===== src/rtl/ram_pkg.sv =====
// Shared definitions for the ram block and its DMA initiator.
// Holds the default ram geometry, the DMA mode encodings and the DMA state type.
// No logic, so no latency and no backpressure.
package ram_pkg;

    localparam int DEFAULT_ADDR_WIDTH = 13;
    localparam int DEFAULT_DATA_WIDTH = 64;

    localparam logic MODE_COPY = 1'b0;
    localparam logic MODE_FILL = 1'b1;

    typedef enum logic [2:0] {
        ST_IDLE       = 3'd0,
        ST_CHECK      = 3'd1,
        ST_RD_ADDR    = 3'd2,
        ST_RD_CAPTURE = 3'd3,
        ST_WR         = 3'd4,
        ST_FINISH     = 3'd5
    } dma_state_t;

endpackage


===== src/rtl/ram_dma_initiator.sv =====
// Block COPY/FILL engine that masters the single-port ram while busy is high.
// Latency: done pulses 2 cycles after start for range error or length 0, else 2+len (FILL) or 2+3*len (COPY).
// Backpressure: none; start is ignored while busy, abort drops to IDLE and gates ram_write in the same cycle.
//
// Ports: clock/reset_n; start, mode, src_addr, dst_addr, length, fill_value (latched on start);
//        abort; busy, done, error, words_done status; ram_address/ram_in/ram_write to the ram,
//        ram_out from the ram (valid one cycle after a read address).
module ram_dma_initiator
    import ram_pkg::*;
#(
    parameter int ADDR_WIDTH   = DEFAULT_ADDR_WIDTH,
    parameter int DATA_WIDTH   = DEFAULT_DATA_WIDTH,
    parameter int MEMORY_WORDS = 6000
) (
    input  logic                  clock,
    input  logic                  reset_n,
    input  logic                  start,
    input  logic                  mode,
    input  logic [ADDR_WIDTH-1:0] src_addr,
    input  logic [ADDR_WIDTH-1:0] dst_addr,
    input  logic [ADDR_WIDTH:0]   length,
    input  logic [DATA_WIDTH-1:0] fill_value,
    input  logic                  abort,
    output logic                  busy,
    output logic                  done,
    output logic                  error,
    output logic [ADDR_WIDTH:0]   words_done,
    output logic [ADDR_WIDTH-1:0] ram_address,
    output logic [DATA_WIDTH-1:0] ram_in,
    output logic                  ram_write,
    input  logic [DATA_WIDTH-1:0] ram_out
);

    localparam logic [ADDR_WIDTH+1:0] MEM_LIMIT = (ADDR_WIDTH+2)'(MEMORY_WORDS);
    localparam logic [ADDR_WIDTH:0]   ONE       = (ADDR_WIDTH+1)'(1);

    dma_state_t             state;
    logic                   mode_q;
    logic [ADDR_WIDTH-1:0]  src_q;
    logic [ADDR_WIDTH-1:0]  dst_q;
    logic [ADDR_WIDTH:0]    len_q;
    logic [DATA_WIDTH-1:0]  fill_q;
    logic                   wr_q;
    logic                   done_q;
    logic                   error_q;

    // Range ends are formed two bits wider than an address so they cannot wrap.
    logic [ADDR_WIDTH+1:0]  dst_end;
    logic [ADDR_WIDTH+1:0]  src_end;
    logic                   range_bad;
    logic [ADDR_WIDTH:0]    cnt_inc;

    assign dst_end   = {2'b00, dst_q} + {1'b0, len_q};
    assign src_end   = {2'b00, src_q} + {1'b0, len_q};
    assign range_bad = (dst_end > MEM_LIMIT) || ((mode_q == MODE_COPY) && (src_end > MEM_LIMIT));
    assign cnt_inc   = words_done + ONE;

    // abort must stop a write on the very edge it is seen, so the registered
    // strobes are qualified combinationally; they are only ever set outside IDLE.
    assign ram_write = wr_q & ~abort;
    assign done      = done_q & ~abort;
    assign error     = error_q & ~abort;

    always_ff @(posedge clock or negedge reset_n) begin
        if (!reset_n) begin
            state       <= ST_IDLE;
            mode_q      <= MODE_COPY;
            src_q       <= '0;
            dst_q       <= '0;
            len_q       <= '0;
            fill_q      <= '0;
            wr_q        <= 1'b0;
            done_q      <= 1'b0;
            error_q     <= 1'b0;
            busy        <= 1'b0;
            words_done  <= '0;
            ram_address <= '0;
            ram_in      <= '0;
        end else begin
            done_q  <= 1'b0;
            error_q <= 1'b0;
            if (abort && (state != ST_IDLE)) begin
                state <= ST_IDLE;
                busy  <= 1'b0;
                wr_q  <= 1'b0;
            end else begin
                case (state)
                    ST_IDLE: begin
                        if (start) begin
                            mode_q     <= mode;
                            src_q      <= src_addr;
                            dst_q      <= dst_addr;
                            len_q      <= length;
                            fill_q     <= fill_value;
                            words_done <= '0;
                            busy       <= 1'b1;
                            state      <= ST_CHECK;
                        end
                    end
                    ST_CHECK: begin
                        if (range_bad) begin
                            state   <= ST_FINISH;
                            done_q  <= 1'b1;
                            error_q <= 1'b1;
                        end else if (len_q == '0) begin
                            state  <= ST_FINISH;
                            done_q <= 1'b1;
                        end else if (mode_q == MODE_COPY) begin
                            state       <= ST_RD_ADDR;
                            ram_address <= src_q;
                        end else begin
                            state       <= ST_WR;
                            ram_address <= dst_q;
                            ram_in      <= fill_q;
                            wr_q        <= 1'b1;
                        end
                    end
                    ST_RD_ADDR: begin
                        // Read address is on the pins this cycle; data returns next cycle.
                        state <= ST_RD_CAPTURE;
                    end
                    ST_RD_CAPTURE: begin
                        // ram_in doubles as the captured-data register for the write.
                        ram_in      <= ram_out;
                        ram_address <= dst_q + words_done[ADDR_WIDTH-1:0];
                        wr_q        <= 1'b1;
                        state       <= ST_WR;
                    end
                    ST_WR: begin
                        words_done <= cnt_inc;
                        if (cnt_inc == len_q) begin
                            state  <= ST_FINISH;
                            wr_q   <= 1'b0;
                            done_q <= 1'b1;
                        end else if (mode_q == MODE_COPY) begin
                            state       <= ST_RD_ADDR;
                            wr_q        <= 1'b0;
                            ram_address <= src_q + cnt_inc[ADDR_WIDTH-1:0];
                        end else begin
                            ram_address <= dst_q + cnt_inc[ADDR_WIDTH-1:0];
                        end
                    end
                    ST_FINISH: begin
                        state <= ST_IDLE;
                        busy  <= 1'b0;
                    end
                    default: begin
                        state <= ST_IDLE;
                        busy  <= 1'b0;
                        wr_q  <= 1'b0;
                    end
                endcase
            end
        end
    end

endmodule

===== config.mk =====
export PLATFORM = sky130hd
export DESIGN_NAME = ram_dma_initiator
export DESIGN_NICKNAME = d
export VERILOG_FILES = /design/src/rtl/ram_pkg.sv /design/src/rtl/ram_dma_initiator.sv
export SDC_FILE = /design/constraint.sdc
export NUM_CORES = 1
export LEC_CHECK = 0
export CORE_MARGIN = 1.5
export CORE_UTILIZATION = 56
export DETAILED_ROUTE_END_ITERATION = 12
export GPL_TIMING_DRIVEN = 0
export PLACE_DENSITY = 0.87
export SYNTH_ARGS = -nofsm -noshare
export SYNTH_HDL_FRONTEND = slang
export SYNTH_SLANG_ARGS = --single-unit

===== constraint.sdc =====
create_clock -name clock -period 9.2 [get_ports clock]
set_clock_uncertainty 0.1 [all_clocks]
set_input_delay 0.92 -clock clock [delete_from_list [all_inputs] [get_ports clock]]
set_output_delay 0.92 -clock clock [all_outputs]
set_load 0.1 [all_outputs]

After elaboration in Yosys (flattened, before gate mapping)
Index checks and enable logic that the tools add are counted.
{"block": "word_totals", "regBits": 203, "input_bits": 173, "output_inout_bits": 95, "elab_cells": 101}
{"block": "op_classes", "n_addsub": 6, "n_lt_le_gt_ge": 2, "eq_ne": 18, "muxes": 38, "bitwise": 6, "reduce_logical": 18}
{"op": "64-bit two-way mux", "n": 3}
{"op": "64-bit one-hot mux with 2 select lines", "n": 1}
{"op": "13-bit two-way mux", "n": 5}
{"op": "13-bit adder", "n": 3}
{"op": "13-bit one-hot mux with 3 select lines", "n": 1}
{"op": "13-bit by 14-bit adder with 15-bit output", "n": 2}
{"op": "15-bit by 13-bit > comparator with 1-bit output, second input constant", "n": 2}
{"op": "14-bit one-hot mux with 2 select lines", "n": 1}
{"op": "3-bit two-way mux", "n": 7}
{"op": "1-bit two-way mux", "n": 15}
{"op": "3-bit one-hot mux with 5 select lines", "n": 1}
{"op": "5-bit AND reduction", "n": 3}
{"op": "14-bit by 1-bit adder with 14-bit output, second input constant", "n": 1}
{"op": "14-bit == test", "n": 1}
{"op": "14-bit logical NOT", "n": 1}
{"op": "14-bit two-way mux", "n": 1}
{"op": "3-bit != test, second input constant", "n": 4}
{"op": "2-bit != test, second input constant", "n": 5}
{"op": "3-bit by 2-bit == test with 1-bit output, second input constant", "n": 2}
{"op": "3-bit == test, second input constant", "n": 2}
{"op": "3-bit AND reduction", "n": 2}
{"op": "3-bit nonzero test", "n": 2}
{"op": "2-bit by 1-bit != test with 1-bit output, second input constant", "n": 2}
{"op": "4-bit != test, second input constant", "n": 1}
{"op": "12 further kinds", "n": 20}

Logic depth before layout (Yosys ltp)
{"block": "depth", "word_depth": 7, "mapped_depth": 15, "mapped_depth_nobuf": 13}

Worst setup path after synthesis
No wires, ideal clock.
{"block": "synth_timing", "path_type": "register to register", "startpoint": "register words_done[1]", "endpoint": "register ram_address[12]", "setup_time_ns": 0.125, "t_arrival_ns": 3.774, "required_time_ns": 8.975, "slack_ns": 5.200, "stages_incl_launch_ff": 14, "n_path_buf": 0, "period_less_slack_ns": 4.000, "path_cell_list": "dfrtp_1 -> ha_1 -> nand4_1 -> nor2_1 -> xor2_1 -> ha_1 -> and2_1 -> o21a_1 -> a41o_1 -> o41ai_1 -> xnor2_1 -> nand2_1 -> o221ai_1 -> mux2_2"}
{"block": "synth_between", "elab_chain_cells": 5, "word_cells_on_any_way": 10, "cone_classes": "4 x add/sub; 2 x eq/ne; 3 x mux; 1 x reduce/logical"}
{"element": "start: declaration", "line": "ram_dma_initiator.sv:27", "source": "output logic [ADDR_WIDTH:0] words_done,"}
{"element": "start signal: assignment", "line": "ram_dma_initiator.sv:130", "source": "words_done <= cnt_inc;"}
{"element": "14-bit by 1-bit adder with 14-bit output", "line": "ram_dma_initiator.sv:56", "source": "assign cnt_inc = words_done + ONE;"}
{"element": "13-bit adder (on tied branches)", "line": "ram_dma_initiator.sv:138, ram_dma_initiator.sv:140"}
{"element": "13-bit two-way mux", "line": "ram_dma_initiator.sv:135", "source": "end else if (mode_q == MODE_COPY) begin"}
{"element": "13-bit two-way mux", "line": "ram_dma_initiator.sv:131", "source": "if (cnt_inc == len_q) begin"}
{"element": "13-bit one-hot mux with 3 select lines", "line": "ram_dma_initiator.sv:87", "source": "case (state)"}
{"element": "end signal: assignment", "line": "ram_dma_initiator.sv:125", "source": "ram_address <= dst_q + words_done[ADDR_WIDTH-1:0];"}
{"element": "end signal: assignment", "line": "ram_dma_initiator.sv:138", "source": "ram_address <= src_q + cnt_inc[ADDR_WIDTH-1:0];"}
{"element": "end signal: assignment", "line": "ram_dma_initiator.sv:140", "source": "ram_address <= dst_q + cnt_inc[ADDR_WIDTH-1:0];"}
{"element": "end: declaration", "line": "ram_dma_initiator.sv:28", "source": "output logic [ADDR_WIDTH-1:0] ram_address,"}
Parallel ways exist; a longest one is shown, timed or not. The select of a mux whose other input is x is not followed.
A chain may end at the register's enable or synchronous reset.

Worst setup path in the final report
{"block": "layout_timing", "startpoint": "register mode_q", "endpoint": "register ram_address[12]"}
{"block": "layout_between", "elab_chain_cells": 5, "word_cells_on_any_way": 11, "cone_classes": "1 x eq/ne; 6 x mux; 1 x bitwise; 3 x reduce/logical"}
{"element": "start: declaration", "line": "ram_dma_initiator.sv:38", "source": "logic mode_q;"}
{"element": "start signal: assignment", "line": "ram_dma_initiator.sv:90", "source": "mode_q <= mode;"}
{"element": "parallel branches: the longest is 5 deep, another holds 13-bit two-way mux"}
{"element": "end signal: assignment", "line": "ram_dma_initiator.sv:110", "source": "ram_address <= src_q;"}
{"element": "end signal: assignment", "line": "ram_dma_initiator.sv:113", "source": "ram_address <= dst_q;"}
{"element": "end signal: assignment", "line": "ram_dma_initiator.sv:125"}
Several ways; the timed one is not identified. The select of a mux whose other input is x is not followed.

==> results by group <==
Timing
  • Hold Violations, Final: 0
  • Min Tclk post-route: 4.72 ns
  • WHS: 0.244 ns
  • Setup violations, final: 0
  • Fin crit share: 51.3%
  • Sum Neg Setup Slack: 0 ns
  • Slew HR: 29.1%
  • RSZ-0062 raised after global routing: false
  • Fmax: 212 MHz
  • Worst slew pin tran: 1.06 ns
  • Max-slew violations: 0

Worst setup path
  • Worst setup SP type: flop
  • Worst setup EP type: flop
  • Worst R2R Path Depth: 15
  • Crit Path Category: reg -> reg
  • Crit path DAT: 5.03 ns
  • Reg2reg setup slack: 4.48 ns
  • Crit-path max FO: 10
  • FF-to-FF Start: mode_q
  • Worst Path Required: 9.51 ns
  • R2r endpoint: ram_address[12]

Clock tree
  • CTS H-tree depth: 1
  • Root Driver: clkbuf_16
  • Clock-pin transition on the worst setup and hold timing paths: 0.06 ns
  • Post-CTS Hold Buffers: 0
  • CTS tree: built
  • CTS Buf Count: 23
  • Worst skew pair latency: 0.54 ns
  • CTS max path bufs: 3
  • CTS resizes: 0
  • Sinks on Clock Net: 203
  • Post-CTS setup buffers: 0

Yosys
  • Synthesized instance count: 1393
  • Register area share after synthesis: 42.4%
  • Mean post-synth cell area: 8.61 µm²
  • Synth unique cells: 73
  • Synthesized flop and latch total: 203
  • Synthesized area: 12000 µm²
  • Syn nets: 1621
  • Ys Warns: 0
  • Post-synth EDFFs: 0
  • Synth Flop Type: dfrtp_1
  • Asr flop ratio synth: 100%

Detailed routing
  • Final ANT Viol Nets: 0
  • Drt total wl: 37600 µm
  • Initial DRC Count: 921
  • Via count: 11500
  • DR vias/cell: 5.80
  • DR DRC count: 0
  • First drt pass iteration count: 5
  • Post-DR wirelength/cell: 19.0 µm

GRT
  • Initial antenna violation count: 0
  • GR Overflow Total: 0
  • Pin count of the biggest net entering global routing: 124
  • GRT Total Usage: 33.8%
  • First-pass GRT wire length: 58800 µm
  • Vias in the first global route: 11600

Power
  • Power Dens Cells: 427 nW/µm²
  • Peak supply drop: 0.293 mV
  • Pleak: 7.52 nW
  • Power, Total: 6.76 mW

Final layout
  • Area growth, synth to finish: 32.0%
  • Sequential cell area: 5080 µm²
  • Fillcell total: 1482
  • # diodes: 0
  • NumNets Final: 1914
  • Share of cells above drive strength 1: 9.22%
  • Area of the multi-input gates: 6510 µm²
  • Fin cells: 1978

Floorplan
  • Core ar.: 21000 µm²
  • Die extent in x: 149 µm
  • Starting Density: 57.0%
  • Die Footprint: 22300 µm²
  • Chip Height: 149 µm
  • # rows: 53
  • I/O pin cnt: 268

Placed design
  • HPWL Detailed: 27200 µm
  • PortBufs: 267
  • Placer Congestion: 1.00
  • Placed cells: 1936

Job
  • Max_cap viols: 0

Outcome
  • Status: completed

Min path
  • Hold Path Class: in -> async
[how the worst max path moves through the flow]
| stage | from | endpoint | slack (ns) | cells after the start |
|---|---|---|---|---|
| 2_1_floorplan | words_done[1] | ram_address[12] | 5.20 | 13 |
| 3_3_place_gp | reset_n | ram_in[58] | -1.36 | 1 |
| 3_5_place_dp | mode_q | ram_address[12] | 4.65 | 15 |
| 4_1_cts | mode_q | ram_address[12] | 4.62 | 15 |
| 5_1_grt | mode_q | ram_address[12] | 4.34 | 15 |
| 6_report | mode_q | ram_address[12] | 4.48 | 15 |
[Yosys cell counts, types with 14 or more instances]
master,n,area [µm²]
nor3_1,18,90.1
nor2_1,49,184
dfrtp_1,203,5080
nand2_1,559,2100
nand3_1,14,70.1
a21oi_1,36,180
ha_1,51,638
xnor2_1,29,254
clkbuf_1,50,188
inv_1,22,82.6
xor2_1,31,272
mux2_2,76,856
o21ai_0,54,270
[layout make-up]
class                      instances  area share (%)
sequential                       203            32.1
timing repair buffer             268            17.1
clock buffer                      33            4.25
buffer                            68            2.00
inverter                          23           0.545
tap                              275            2.17
clock inverter                     9           0.751
multi-input combinational       1099            41.1
[per-stage QoR]
step	utilization [%]	instance area [µm²]	setup WS [ns]
floorplan	-	12000	5.20
global placement	71.4	15000	-1.36
detailed placement	71.5	15000	4.65
CTS	75.3	15800	4.62
global route	75.3	15800	4.34
finish	75.3	15800	4.48
[cell families after synthesis]
family | after synthesis | synth area share, %
compound gates | 194 | 11.1
xor+xnor | 63 | 4.96
fa+ha+maj | 55 | 5.99
buf+inv | 91 | 3.36
flops | 203 | 42.4
mux | 91 | 8.80
simple gates | 696 | 23.5
[flip-flops by register name (all words and copies together), names as in the netlist]
| register | flops |
|---|---|
| wr_q | 1 |
| fill_q | 64 |
| ram_in | 64 |
| done_q | 1 |
| mode_q | 1 |
| busy | 1 |
| src_q | 13 |
| words_done | 14 |
| state | 3 |
| dst_q | 13 |
| error_q | 1 |
| ram_address | 13 |
| len_q | 14 |
[cells in the final DEF, fill, tap and decap left out, drive strengths merged, types with 15 or more instances in the layout]
| cell type | n |
|---|---|
| a21oi | 38 |
| buf | 19 |
| clkbuf | 84 |
| clkdlybuf4s50 | 266 |
| dfrtp | 203 |
| ha | 51 |
| inv | 23 |
| mux2 | 88 |
| nand2 | 559 |
| nand3 | 15 |
| nor2 | 51 |
| nor3 | 18 |
| o21ai | 55 |
| xnor2 | 29 |
| xor2 | 31 |
[where the power goes]
part	total, mW	internal, mW	switching [mW]
Clock	0.965	0.569	0.395
Sequential	1.69	1.30	0.383
Combinational	4.11	1.34	2.76
[metal layers]
| layer | GRT usage, % | up-vias | wire length [µm] |
|---|---|---|---|
| met2 | 54.9 | 600 | 17500 |
| li1 | - | 5304 | - |
| met3 | 6.73 | 150 | 3500 |
| met5 | 0 | - | 0 |
| met1 | 42.6 | 5419 | 14400 |
| met4 | 18.1 | 0 | 2140 |
[worst max-delay path, stage by stage, from the launching register on]
cell and delay [ns]:
dfrtp_1 0.32, clkbuf_1 0.52, clkbuf_1 0.61, mux2_2 0.42, ha_1 0.22, inv_1 0.08
fa_1 0.23, nor2b_1 0.08, o31ai_1 0.35, a21oi_1 0.18, a41o_1 0.29, o41ai_1 0.54
xnor2_1 0.15, nand2_1 0.10, o221ai_1 0.11, mux2_2 0.30
Power figures use the tool's default switching activity.
